**config.mk**
```make
export PLATFORM = sky130hd
export DESIGN_NAME = bcd_src_counter
export DESIGN_NICKNAME = d
export VERILOG_FILES = /design/src/rtl/bcd_src_counter.sv
export SDC_FILE = /design/constraint.sdc
export NUM_CORES = 1
export LEC_CHECK = 0
export ABC_AREA = 1
export BUFFER_PORTS_ARGS = -buffer_cell sky130_fd_sc_hd__buf_2
export CORE_ASPECT_RATIO = 0.5
export CORE_MARGIN = 10
export CORE_UTILIZATION = 53
export CTS_CLUSTER_DIAMETER = 120
export DETAILED_ROUTE_END_ITERATION = 10
export PLACE_DENSITY = 0.71
export SETUP_SLACK_MARGIN = 0.5
export SYNTH_ARGS = -nofsm -noshare
export SYNTH_HDL_FRONTEND = slang
export SYNTH_SLANG_ARGS = --single-unit
```
**constraint.sdc**
```tcl
create_clock -name Clk -period 1.8 [get_ports Clk]
set_clock_uncertainty 0.05 [all_clocks]
set_input_delay 0.09 -clock Clk [delete_from_list [all_inputs] [get_ports Clk]]
set_output_delay 0.09 -clock Clk [all_outputs]
set_load 0.03 [all_outputs]
```
**src/rtl/bcd_src_counter.sv**
```systemverilog
`default_nettype none
// ============================================================================
// Module   : bcd_src_counter
// Brief    : Debounced two-button up/down source counter feeding Binary2BCD.
//            Optional macro BCD_SRC_SATURATE_EN: saturate instead of wrap.
// Revision : 1.0 - initial release
// ============================================================================

module bcd_src_counter #(
  parameter int DEBOUNCE_CYCLES = 4,
  parameter int MAX_CNT         = 15
) (
  input  logic       Clk,
  input  logic       Rst,
  input  logic       BtnUp,
  input  logic       BtnDn,
  input  logic       Clr,
  output logic [3:0] Cnt,
  output logic       Wrap
);

  localparam logic [1:0] c_st_released     = 2'd0;
  localparam logic [1:0] c_st_wait_press   = 2'd1;
  localparam logic [1:0] c_st_pressed      = 2'd2;
  localparam logic [1:0] c_st_wait_release = 2'd3;

  localparam logic [7:0] c_deb = 8'(DEBOUNCE_CYCLES);
  localparam logic [3:0] c_max = 4'(MAX_CNT);

  logic [1:0] w_btn_raw;
  logic [1:0] w_step;
  logic       w_up;
  logic       w_dn;
  logic [3:0] r_cnt;
  logic       r_wrap;

  assign w_btn_raw = {BtnDn, BtnUp};

  for (genvar gi = 0; gi < 2; gi++) begin : g_btn
    logic       r_meta;
    logic       r_sync;
    logic [1:0] r_state;
    logic [7:0] r_dcnt;

    always_ff @(posedge Clk or posedge Rst) begin
      if (Rst) begin
        r_meta <= 1'b0;
        r_sync <= 1'b0;
      end else begin
        r_meta <= w_btn_raw[gi];
        r_sync <= r_meta;
      end
    end

    always_ff @(posedge Clk or posedge Rst) begin
      if (Rst) begin
        r_state <= c_st_released;
        r_dcnt  <= 8'd0;
      end else begin
        case (r_state)
          c_st_released: begin
            if (r_sync) begin
              r_state <= c_st_wait_press;
              r_dcnt  <= 8'd1;
            end
          end
          c_st_wait_press: begin
            if (!r_sync) begin
              r_state <= c_st_released;
              r_dcnt  <= 8'd0;
            end else if (r_dcnt == c_deb) begin
              r_state <= c_st_pressed;
              r_dcnt  <= 8'd0;
            end else begin
              r_dcnt <= r_dcnt + 8'd1;
            end
          end
          c_st_pressed: begin
            if (!r_sync) begin
              r_state <= c_st_wait_release;
              r_dcnt  <= 8'd1;
            end
          end
          c_st_wait_release: begin
            // A bounce back high during release returns to PRESSED silently.
            if (r_sync) begin
              r_state <= c_st_pressed;
              r_dcnt  <= 8'd0;
            end else if (r_dcnt == c_deb) begin
              r_state <= c_st_released;
              r_dcnt  <= 8'd0;
            end else begin
              r_dcnt <= r_dcnt + 8'd1;
            end
          end
          default: begin
            r_state <= c_st_released;
            r_dcnt  <= 8'd0;
          end
        endcase
      end
    end

    // Combinational so the count moves on the same edge the press is accepted.
    assign w_step[gi] = (r_state == c_st_wait_press) && r_sync && (r_dcnt == c_deb);
  end

  assign w_up = w_step[0];
  assign w_dn = w_step[1];

  always_ff @(posedge Clk or posedge Rst) begin
    if (Rst) begin
      r_cnt  <= 4'd0;
      r_wrap <= 1'b0;
    end else begin
      r_wrap <= 1'b0;
      if (Clr) begin
        r_cnt <= 4'd0;
      end else if (w_up && w_dn) begin
        r_cnt <= r_cnt;
      end else if (w_up) begin
        if (r_cnt == c_max) begin
`ifdef BCD_SRC_SATURATE_EN
          r_cnt  <= c_max;
`else
          r_cnt  <= 4'd0;
          r_wrap <= 1'b1;
`endif
        end else begin
          r_cnt <= r_cnt + 4'd1;
        end
      end else if (w_dn) begin
        if (r_cnt == 4'd0) begin
`ifdef BCD_SRC_SATURATE_EN
          r_cnt  <= 4'd0;
`else
          r_cnt  <= c_max;
          r_wrap <= 1'b1;
`endif
        end else begin
          r_cnt <= r_cnt - 4'd1;
        end
      end
    end
  end

  assign Cnt  = r_cnt;
  assign Wrap = r_wrap;

endmodule

`default_nettype wire

```
Word-level counts from Yosys, hierarchy flattened --
Index checks and enable logic that the tools add are counted. Widths: inputs -> output; s select.
Storage, ports and cells: flip-flop bits (word level) 29, input bits 5, output and inout bits 5, logic and storage cells 84
Operators by class: add/sub/neg operators 4, equality and inequality tests 18, muxes and demuxes 38, reductions and logical operators 14
Operators with widths (number):
- $mux 8 | 10
- $pmux 8 s4 | 2
- $mux 2 | 12
- $mux 4 | 6
- $add 8x1->8 const B | 2
- $eq 8x3->1 const B | 2
- $pmux 2 s4 | 2
- $ne 3x3->1 const B | 4
- $ne 2x2->1 const B | 5
- $eq 2x2->1 const B | 4
- $reduce_and 4->1 | 2
- $mux 1 | 6
- $reduce_and 2->1 | 3
- $logic_and 1x1->1 | 5
- $add 4x1->4 const B | 1
- $eq 2x1->1 const B | 2
- $eq 4x4->1 const B | 1
- $logic_not 2->1 | 2
- $logic_not 4->1 | 1
- $sub 4x1->4 const B | 1
- $reduce_bool 3->1 | 1

Depth between registers and ports, before layout --
Gate-level depths: netlist of run 1.
depth in word-level cells 7, mapped depth 11, gate-level depth less buffers 11

Worst setup path after synthesis of run 1 --
Ideal clock, no wire load.
kind register -> register, start point reg r_cnt[0] (netlist: Cnt[0]), end point reg r_cnt[3] (netlist: Cnt[3]), arrival time 1.393 ns, required time 1.633 ns, path slack 0.240 ns, stages on the path, launching flop included 11, cells stage by stage dfrtp_1 inv_1 ha_1 a21oi_1 nand2_1 nand2_1 nand2_1 nand2_1 nor2_1 nand2_1 nand2_1
Between the ends: cells in the longest elaborated chain, start to end 6, elaborated cells on any way between the ends 10, classes of those cells 2 x add/sub; 1 x eq/ne; 6 x mux; 1 x reduce/logical
Ends and longest elaborated chain:
- start: declaration | RTL line 34 | logic [3:0] r_cnt;
- start signal: assignment | RTL line 120 | r_cnt <= r_cnt;
- start signal: assignment | RTL line 130 | r_cnt <= r_cnt + 4'd1;
- start signal: assignment | RTL line 137 | r_cnt <= c_max;
- $sub 4x1->4 or $logic_not 4->1 (tied branches) | RTL line 141, 133
- $mux 4 | RTL line 133 | if (r_cnt == 4'd0) begin
- $mux 4 | RTL line 132 | end else if (w_dn) begin
- $mux 4 * | RTL line 121 | end else if (w_up) begin
- $mux 4 * | RTL line 119 | end else if (w_up && w_dn) begin
- $mux 4 * | RTL line 117 | if (Clr) begin
Every way passes the cells marked *; elsewhere a longest branch is shown, timed or not. The select of a mux whose other input is x is not followed. A chain may end at the register's enable or synchronous reset.

Final worst setup path of run 1 --
start point reg g_btn[0].r_dcnt[1], end point reg g_btn[0].r_dcnt[1]
Between the ends: cells in the longest elaborated chain, start to end 4, elaborated cells on any way between the ends 6, classes of those cells 1 x add/sub; 1 x eq/ne; 4 x mux
Ends and longest elaborated chain:
- start: declaration | RTL line 43 | logic [7:0] r_dcnt;
- start signal: assignment | RTL line 75 | r_dcnt <= r_dcnt + 8'd1;
- start signal: assignment | RTL line 93 | r_dcnt <= r_dcnt + 8'd1;
- $add 8x1->8 or $eq 8x3->1 (tied branches)
- $mux 8 * | RTL line 71, 89
- $mux 8, on equally long branches | RTL line 86, 68
- $pmux 8 s4 * | RTL line 60 | case (r_state)
Every way passes the cells marked *; elsewhere a longest branch is shown, timed or not.

==> key figures, run 1 <==
Status
  – Status: finished, final reports clean

Routing
  – Vias post-DR: 1600
  – Antenna Nets Post-Route: 0
  – Initial drt markers: 80
  – DR vias/cell: 5.28
  – Drt first pass iters: 5
  – DRC: 0
  – Final WL: between 3000 and 4000 um
  – WL/cell: 12.8 um

Yosys
  – Syn nets: 240
  – Post-synthesis sequential area ratio: 0.427
  – Syn. warnings: 0
  – Gate Count Post-Synth: 229
  – Syn Area/Cell: 7.43 um2
  – Synth cell types: 25
  – Synth Cell Area: 1700 um2
  – Seq cells post-synth: 29

Timing
  – Max_slew headroom: 0.610
  – # setup viols final: 0
  – Period utilization: 0.842
  – Min cycle time layout: ~1.5 ns
  – Slew @ Worst Pin: 0.585 ns
  – RSZ-0062 raised after global routing: yes
  – Max-slew violations: 0
  – Final hold vios: 0
  – Setup TNS: 0 ns
  – FMAX: 0.660 GHz

CTS
  – Clk slew on worst S/H paths: 0.06 ns
  – CTS tree: yes
  – Bufs on Longest Clock Path: 2
  – H-tree levels: 2
  – CTS root buffer: clkbuf_8
  – Sink Count: 29
  – Worst-Skew Late Latency: 0.27 ns
  – Total CTS buffers: 5

GRT
  – Total grt overflow: 0
  – Total Routing Usage GR: 0.132
  – Vias in the first global route: around 1500
  – Global-route wire length before repair: 6480 um
  – Initial antenna violation count: 0
  – Largest net degree at the start of global routing: 17

Critical path
  – Crit path DAT: 1.61 ns
  – Worst Reg-to-Reg Cells: 9
  – CP startpoint kind: flip-flop
  – Worst Setup End Kind: flip-flop
  – Largest fanout on the critical path: 7
  – FF-to-FF setup slack: 0.28 ns
  – Worst path required time: 1.89 ns
  – R2R Path End: g_btn[0].r_dcnt[1]$_DFFE_PP0P_
  – Critical path type: reg2reg
  – RR Startpoint: g_btn[0].r_dcnt[1]$_DFFE_PP0P_

Final layout
  – Filler-free cell count of the finished design: 303
  – Share of cells above drive strength 1: 0.327
  – NumNets Final: 273
  – # diodes: 0
  – P&R area growth vs syn: 31.1%
  – Design area: 2230 um2
  – Core Util, Final: 0.736

Power and ir drop
  – Pint: 1.48 mW
  – Gate power share: 0.415
  – Maximum vdd drop: a little under 0.0009 V
  – Seq pwr share: 0.363
  – Clock power share: 0.222
  – Sw Pwr: 0.985 mW
  – Switch share: 0.400
  – Design Power: around 2.5 mW
  – Pwr/cell area: 1110 nW/um2
  – Lkg Pwr: 1.13 nW

Floorplan
  – Die Y: 60.1 um
  – Chip Width: ~100 um
  – # rows: 14
  – DIE AREA: 6010 um2
  – IO Pins: 10
  – Starting Density: 0.561
  – Core area: 3030 um2

Min path
  – Worst hold path type: in2reg
  – Worst hold start: Clr
  – Worst Hold Depth: 4
  – Hold Path Sink: Cnt[2]$_DFFE_PP0P_

Place
  – Placed cells: 277
  – Gpl congestion: 0.913
  – IO buf count: 9
  – Placed cell area: 1810 um2
  – HPWL after DPL: roughly 2500 um

Run
  – Number of max-cap violations: 0
## layout make-up
cell class	count	area, um2
Clock buffer	8	90.1
Inverter	38	150
Sequential cell	29	728
Tap cell	40	50.0
Timing Repair Buffer	28	215
Multi-Input combinational cell	160	996
Fill cell	229	801
## cells by family after synthesis
kind of cell,synth area share
AO/OA/AOI/OAI,0.115
buffers and inverters,0.0890
adder cells (fa/ha/maj),0.0441
flip-flops,0.427
AND/OR/NAND/NOR,0.299
XOR/XNOR,0.0258
## critical path: stages, from the launching register on
cell and delay [ns]:
dfrtp_1 0.39, inv_2 0.09, ha_4 0.14, nand2_2 0.04, nor2_1 0.08, nand2_1 0.08
nand2_1 0.20, inv_1 0.14, nand3_1 0.09, o21ai_0 0.09
## cells in the mapped netlist
cell type	count	area, um2
a31oi_1	1	6.26
nor3_1	1	5.00
o21ai_1	2	10.0
ha_1	6	75.1
o21ai_0	19	95.1
nand2_1	61	229
clkbuf_1	1	3.75
xnor2_1	3	26.3
nor2_4	1	11.3
nor2_2	1	6.26
a21oi_1	9	45.0
buf_2	1	5.00
nand3b_1	2	15.0
o31ai_1	1	7.51
xor2_1	2	17.5
inv_1	34	128
dfrtp_1	29	726
nand3_2	1	10.0
inv_2	4	15.0
nand2_4	3	33.8
nand4_1	5	31.3
nand2_2	2	12.5
nand3_1	19	95.1
o22ai_1	5	31.3
nor2_1	16	60.1
## flip-flops by register name (all words and copies together), names as in the netlist, named ones only
register and flops:
Wrap 1, Cnt 4, g_btn.r_sync 2, g_btn.r_state 2
g_btn.r_dcnt 16, g_btn.r_meta 2
## cells in the final DEF, fill, tap and decap left out, types with 6 or more instances in the layout
cell type   n
o21ai_1     7
nand2_4     6
inv_1      26
o21ai_0    12
buf_4      13
inv_2      11
clkbuf_8    6
nand3_1    16
nand2_1    50
nor2_1     11
buf_2       9
dfrtp_1    27
nand2_2     9
## metal layers
metal	track usage	share of wire	vias up
li1	-	-	799
met1	0.151	0.46	759
met2	0.232	0.49	38
met3	0.0426	0.046	4
met4	0.0460	0.0065	0
met5	0	0	-
## power by group through the flow
stage	clock [mW]	combinational [mW]	sequential, mW
4_1_cts	0.554	0.942	0.885
6_report	0.547	1.02	0.895
2_1_floorplan	0	0.483	0.880
3_5_place_dp	0	0.623	0.899
3_3_place_gp	0	0.606	0.893
5_1_grt	0.587	1.13	0.912
## per-stage QoR
step | setup WS [ns] | hold WS (ns)
floorplan | 0.386 | 0.0714
global placement | 0.254 | 0.113
detailed placement | 0.216 | 0.130
CTS | 0.269 | 0.0356
global route | 0.180 | 0.0616
finish | 0.285 | 0.0440
## how the worst max path moves through the flow
stage                                    from                              to  slack (ns)  cells past startpoint
2_1_floorplan  g_btn[0].r_dcnt[0]$_DFFE_PP0P_              Cnt[1]$_DFFE_PP0P_        0.39                     11
3_3_place_gp   g_btn[1].r_dcnt[0]$_DFFE_PP0P_              Cnt[1]$_DFFE_PP0P_        0.25                     11
3_5_place_dp   g_btn[1].r_dcnt[0]$_DFFE_PP0P_              Cnt[1]$_DFFE_PP0P_        0.22                     11
4_1_cts        g_btn[0].r_dcnt[1]$_DFFE_PP0P_              Cnt[1]$_DFFE_PP0P_        0.27                     11
5_1_grt        g_btn[0].r_dcnt[1]$_DFFE_PP0P_              Cnt[1]$_DFFE_PP0P_        0.18                     11
6_report       g_btn[0].r_dcnt[1]$_DFFE_PP0P_  g_btn[0].r_dcnt[1]$_DFFE_PP0P_        0.28                      9
## what timing repair did
action                                  CTS  global route
pin swaps                                19            10
endpoints found under the setup margin   25            25
hold endpoints to repair                 15             0
setup buffers                            12             3
hold buffers                              3             0
gates resized for setup                  46            16
Power figures use the tool's default switching activity.
==> run 2: changes to the inputs <==
==> constraint.sdc (replaced) <==
create_clock -name Clk -period 1.4 [get_ports Clk]
set_clock_uncertainty 0.05 [all_clocks]
set_input_delay 0.07 -clock Clk [delete_from_list [all_inputs] [get_ports Clk]]
set_output_delay 0.07 -clock Clk [all_outputs]
set_load 0.03 [all_outputs]
==> key figures, run 2 (same netlist as run 1, synthesis figures left out) <==
Status
  – Status: complete, but fails checks
  – Failing checks: negative setup slack

Routing
  – WL/cell: 15.0 um (+17%)
  – Drt first pass iters: 5 (unchanged)
  – Antenna Nets Post-Route: 0 (unchanged)
  – DR vias/cell: 5.38 (+1.9%)
  – Final WL: 4940 um (+28%)
  – Vias post-DR: 1775 (+11%)
  – Initial drt markers: 126 (+57%)
  – DRC: 0 (unchanged)

Final layout
  – Core Util, Final: 0.830 (+0.0941)
  – Most frequent cells in the layout: nand2_1, buf_4, inv_1
  – Design area: 2510 um2 (+13%)
  – Max reg flops: 16 (unchanged)
  – Largest register by flop count: g_btn.r_dcnt
  – P&R area growth vs syn: 47.9%
  – NumNets Final: 300 (+9.9%)
  – # diodes: 0 (unchanged)
  – Share of cells above drive strength 1: 0.410 (+0.0833)
  – Commonest non-fill, non-tap cell in the layout: nand2_1
  – Fillers: 177 (-23%)

GRT
  – Total Routing Usage GR: 0.150 (+0.0182)
  – Total grt overflow: 0 (unchanged)
  – Vias in the first global route: 1635 (+5.9%)
  – Largest net degree at the start of global routing: 18 (+1)
  – Initial antenna violation count: 0 (unchanged)
  – Global-route wire length before repair: 7300 um (+13%)

Power and ir drop
  – Lkg Pwr: 1.25 nW (+11%)
  – Maximum vdd drop: 0.00123 V (+41%)
  – Pwr/cell area: 1440 nW/um2 (+30%)

Critical path
  – Critical path type: reg2reg
  – Largest fanout on the critical path: 6 (-1)
  – Worst-path cell with the longest stage delay: dfrtp_1
  – CP peak stage delay: 0.39 ns (about the same)
  – Bufs and invs on worst path: 3 (+1)
  – Worst path top cell family by delay: simple AND/OR/NAND/NOR gates
  – Crit path DAT: 1.70 ns (+0.09 ns)
  – Critical path launch point: g_btn[1].r_dcnt[1]$_DFFE_PP0P_
  – CP Cell Sequence: inv_2 -> ha_4 -> inv_2 -> nor2_4 -> buf_4 -> nand3b_1 -> nand2_4 -> nand2_4 -> nand3_1 -> nand2_2
  – Worst Setup End Kind: flip-flop
  – RR Startpoint: g_btn[1].r_dcnt[1]$_DFFE_PP0P_
  – CP startpoint kind: flip-flop
  – Worst path required time: 1.52 ns (-0.37 ns)

Place
  – IO buf count: 9 (unchanged)
  – Placed cell area: 1980 um2 (+9.3%)
  – Gpl congestion: 0.901 (-1.3%)
  – Setup WS pre-CTS: -0.164 ns (-0.380 ns)
  – HPWL after DPL: 2740 um (+9.7%)

Floorplan
  – # rows: 14 (unchanged)
  – Chip Width: 100 um (unchanged)
  – DIE AREA: 6010 um2 (unchanged)
  – IO Pins: 10 (unchanged)
  – Die Y: 60.1 um (unchanged)
  – Starting Density: 0.561 (unchanged)
  – Core area: 3030 um2 (unchanged)

CTS
  – CTS tree: yes
  – H-tree levels: 2 (unchanged)
  – CTS root buffer: clkbuf_8
  – Total CTS buffers: 5 (unchanged)
  – Bufs on Longest Clock Path: 2 (unchanged)
  – Sink Count: 29 (unchanged)
  – Worst-Skew Late Latency: 0.28 ns (about the same)
  – Clk slew on worst S/H paths: 0.06 ns (about the same)

Min path
  – Worst hold path type: in2reg
  – Worst hold start: Clr

Timing
  – RSZ-0062 raised after global routing: yes
  – Max_slew headroom: 0.792 (+0.182)
  – Final hold vios: 0 (unchanged)
  – Min cycle time layout: 1.58 ns (+0.0642 ns)
  – FMAX: 0.633 GHz (-4.1%)
  – Setup TNS: -0.960 ns (-0.960 ns)
  – Slew @ Worst Pin: 0.309 ns (-0.275 ns)
  – Final hold slack: 0.0318 ns (-0.0123 ns)
  – Final setup margin: -0.180 ns (-0.464 ns)
  – Period utilization: 1.13 (+0.286)
  – Max-slew violations: 0 (unchanged)
  – # setup viols final: 13 (+13)

Run
  – Number of max-cap violations: 0 (unchanged)
## run 2: cell type report
cell class	count	area [um2]	share of cell area
Sequential cell	29	731	0.291
Tap cell	40	50.0	0.0199
Timing Repair Buffer	55	472	0.188
Multi-Input combinational cell	160	1030	0.410
Inverter	38	150	0.0597
Clock inverter	1	5.00	0.00199
Clock buffer	7	76.3	0.0303
## run 2: path summary, 6_finish.rpt
path / cells after the start / endpoint / slack [ns]
min in group asynchronous: 4 / asynchronous set/reset pin / 0.32
max: 10 / Cnt[2]$_DFFE_PP0P_ / -0.18
min: 4 / Cnt[0]$_DFFE_PP0P_ / 0.03
max in group asynchronous: 4 / Cnt[0]$_DFFE_PP0P_ / 0.76
min reg2reg: 0 / g_btn[0].r_sync$_DFF_PP0_ / 0.30
max reg2reg: 10 / Cnt[2]$_DFFE_PP0P_ / -0.18
## run 2: routing by layer
layer | GRT usage | share of wire
met4 | 0.0400 | 0.018
met3 | 0.0414 | 0.046
met1 | 0.173 | 0.42
met5 | 0 | 0
met2 | 0.272 | 0.52
## run 2: worst register-to-register path, stage by stage, from the launching register on
cell and delay [ns]:
dfrtp_1 0.39, inv_2 0.09, ha_4 0.13, inv_2 0.04, nor2_4 0.13, buf_4 0.12, nand3b_1 0.13, nand2_4 0.10
nand2_4 0.08, nand3_1 0.12, nand2_2 0.08
## run 2: where the power goes
group | internal, mW | total (mW) | switching [mW] | leakage, nW
Sequential | 0.984 | 1.12 | 0.137 | 0.375
Clock | 0.348 | 0.656 | 0.308 | 0.0422
Combinational | 0.826 | 1.84 | 1.01 | 0.832
## run 2: stage by stage
step	total power [mW]	std cells
2_1_floorplan	1.75	229
3_3_place_gp	2.12	301
3_5_place_dp	2.15	301
4_1_cts	3.17	326
5_1_grt	3.82	330
6_report	3.62	330
## run 2: repair_timing
action                                  4_1_cts  5_1_grt
hold buffers                                  3        0
hold endpoints to repair                     31        0
pin swaps                                     7       12
buffers inserted                             14        4
endpoints found under the setup margin       30       30
gates resized for setup                      42       52
==> run 3: changes to the inputs <==
--- a/config.mk
+++ b/config.mk
@@ -10,6 +10,7 @@
 export CORE_ASPECT_RATIO = 0.5
 export CORE_MARGIN = 10
 export CORE_UTILIZATION = 53
+export CTS_BUF_LIST = sky130_fd_sc_hd__clkbuf_4 sky130_fd_sc_hd__clkbuf_8
 export CTS_CLUSTER_DIAMETER = 120
 export DETAILED_ROUTE_END_ITERATION = 10
 export PLACE_DENSITY = 0.71
==> key figures, run 3 (same netlist as run 1, synthesis figures left out) <==
Status
  – Status: complete, but fails checks
  – Failing checks: negative setup slack

Timing
  – Final hold slack: 0.0336 ns (+0.00180 ns)
  – Slew @ Worst Pin: 0.326 ns (+0.0164 ns)
  – Max-slew violations: 0 (unchanged)
  – Min cycle time layout: 1.56 ns (-0.0168 ns)
  – # setup viols final: 12 (-1)
  – Max_slew headroom: 0.783 (-0.00932)
  – FMAX: 0.640 GHz (+1.1%)
  – Final hold vios: 0 (unchanged)
  – RSZ-0062 raised after global routing: yes
  – Final setup margin: -0.163 ns (+0.0168 ns)
  – Period utilization: 1.12 (-0.0120)

Final layout
  – # diodes: 0 (unchanged)
  – Core Util, Final: 0.858 (+0.0281)
  – Largest register by flop count: g_btn.r_dcnt
  – Share of cells above drive strength 1: 0.452 (+0.0414)
  – Fillers: 159 (-10%)
  – P&R area growth vs syn: 52.9%
  – Max reg flops: 16 (unchanged)
  – NumNets Final: 300 (unchanged)
  – Commonest non-fill, non-tap cell in the layout: nand2_1
  – Most frequent cells in the layout: nand2_1, buf_4, inv_1

Floorplan
  – Starting Density: 0.561 (unchanged)
  – IO Pins: 10 (unchanged)
  – Die Y: 60.1 um (unchanged)
  – # rows: 14 (unchanged)
  – DIE AREA: 6010 um2 (unchanged)
  – Chip Width: 100 um (unchanged)
  – Core area: 3030 um2 (unchanged)

Critical path
  – Worst Setup End Kind: flip-flop
  – Critical path launch point: g_btn[1].r_dcnt[1]$_DFFE_PP0P_
  – Largest fanout on the critical path: 6 (unchanged)
  – FF-to-FF setup slack: -0.16 ns (+0.02 ns)
  – Crit path DAT: 1.69 ns (about the same)
  – Worst path required time: 1.53 ns (about the same)
  – RR Startpoint: g_btn[1].r_dcnt[1]$_DFFE_PP0P_
  – Critical path type: reg2reg
  – CP startpoint kind: flip-flop

Min path
  – Worst hold start: Clr
  – Worst hold path type: in2reg

GRT
  – Total Routing Usage GR: 0.150 (-0.000246)
  – Initial antenna violation count: 0 (unchanged)
  – Global-route wire length before repair: 7290 um (-0.19%)
  – Total grt overflow: 0 (unchanged)
  – Largest net degree at the start of global routing: 18 (unchanged)
  – Vias in the first global route: 1630 (-0.31%)

CTS
  – Sink Count: 29 (unchanged)
  – Total CTS buffers: 5 (unchanged)
  – CTS root buffer: clkbuf_8
  – H-tree levels: 2 (unchanged)
  – Bufs on Longest Clock Path: 2 (unchanged)
  – Clk slew on worst S/H paths: 0.07 ns (about the same)
  – CTS tree: yes
  – Worst-Skew Late Latency: 0.28 ns (about the same)

Place
  – Gpl congestion: 0.901 (unchanged)
  – HPWL after DPL: 2740 um (unchanged)
  – IO buf count: 9 (unchanged)

Routing
  – Drt first pass iters: 5 (unchanged)
  – DR vias/cell: 5.49 (+2.1%)
  – Initial drt markers: 111 (-12%)
  – WL/cell: 15.2 um (+1.4%)
  – Vias post-DR: 1813 (+2.1%)
  – Antenna Nets Post-Route: 0 (unchanged)
  – DRC: 0 (unchanged)
  – Final WL: 5010 um (+1.4%)

Power and ir drop
  – Maximum vdd drop: 0.00125 V (+1.6%)
  – Pwr/cell area: 1440 nW/um2 (+0.22%)
  – Lkg Pwr: 1.29 nW (+3.6%)

Run
  – Number of max-cap violations: 0 (unchanged)
[run 3: changes by cell type in the layout (fill, tap and decap cells not counted), moves of 2 or more]
cell | before | now
nand2_1 | 49 | 44
o21ai_0 | 6 | 1
nand3_1 | 14 | 12
a21oi_2 | 3 | 5
o21ai_1 | 8 | 13
clkbuf_1 | 2 | 0
nand2_2 | 10 | 14
a21oi_1 | 5 | 3
clkbuf_4 | 0 | 2
[run 3: final timing paths]
path / depth (start not counted) / end
max: 10 / Cnt[2]$_DFFE_PP0P_
min: 4 / Cnt[0]$_DFFE_PP0P_
min in group asynchronous: 4 / asynchronous set/reset pin
min reg2reg: 0 / g_btn[0].r_sync$_DFF_PP0_
max reg2reg: 10 / Cnt[2]$_DFFE_PP0P_
max in group asynchronous: 4 / Cnt[3]$_DFFE_PP0P_
[run 3: stage by stage]
| step | area [um2] | setup WS [ns] | power (mW) | cells | TNS (ns) |
|---|---|---|---|---|---|
| 4_1_cts | 2310 | -0.0946 | 3.21 | 326 | -0.437 |
| 6_report | 2600 | -0.163 | 3.75 | 330 | -0.882 |
| 2_1_floorplan | 1700 | -0.0138 | 1.75 | 229 | -0.0261 |
| 3_3_place_gp | 1980 | -0.0868 | 2.12 | 301 | -0.430 |
| 3_5_place_dp | 1980 | -0.164 | 2.15 | 301 | -1.07 |
| 5_1_grt | 2600 | -0.232 | 3.95 | 330 | -2.13 |
[run 3: area by class of cell]
cell class,instances,area (um2),share of cell area
Timing Repair Buffer,55,475,0.183
Tap cell,40,50.0,0.0192
Clock inverter,1,5.00,0.00192
Clock buffer,7,83.8,0.0322
Sequential cell,29,729,0.281
Inverter,38,153,0.0587
Multi-Input combinational cell,160,1100,0.424
[run 3: report_power, final]
group          total, mW  internal (mW)  switching, mW
Sequential          1.12          0.981          0.135
Clock              0.697          0.386          0.310
Combinational       1.93          0.862           1.07
[run 3: routing by layer]
metal / GRT usage / vias to the layer above / wire length (um)
met2: 0.273 / 65 / 2520
li1: - / 856 / -
met1: 0.172 / 867 / 2090
met4: 0.0400 / 0 / 180
met5: 0 / - / 0
met3: 0.0414 / 25 / 215
[run 3: worst max-delay path: stages (launching register included)]
cell and delay (ns):
dfrtp_1 0.39, inv_2 0.09, ha_4 0.13, inv_2 0.04, nor2_4 0.13, buf_4 0.12
nand3b_1 0.13, nand2_4 0.10, nand2_4 0.08, nand3_1 0.12, nand2_2 0.07
[run 3: timing repair]
item | in CTS | in global routing
gates resized for setup | 42 | 74
hold buffers | 3 | 0
setup endpoints to repair | 30 | 30
pin swaps | 7 | 14
endpoints found under the hold margin | 31 | 0
buffers inserted | 14 | 4
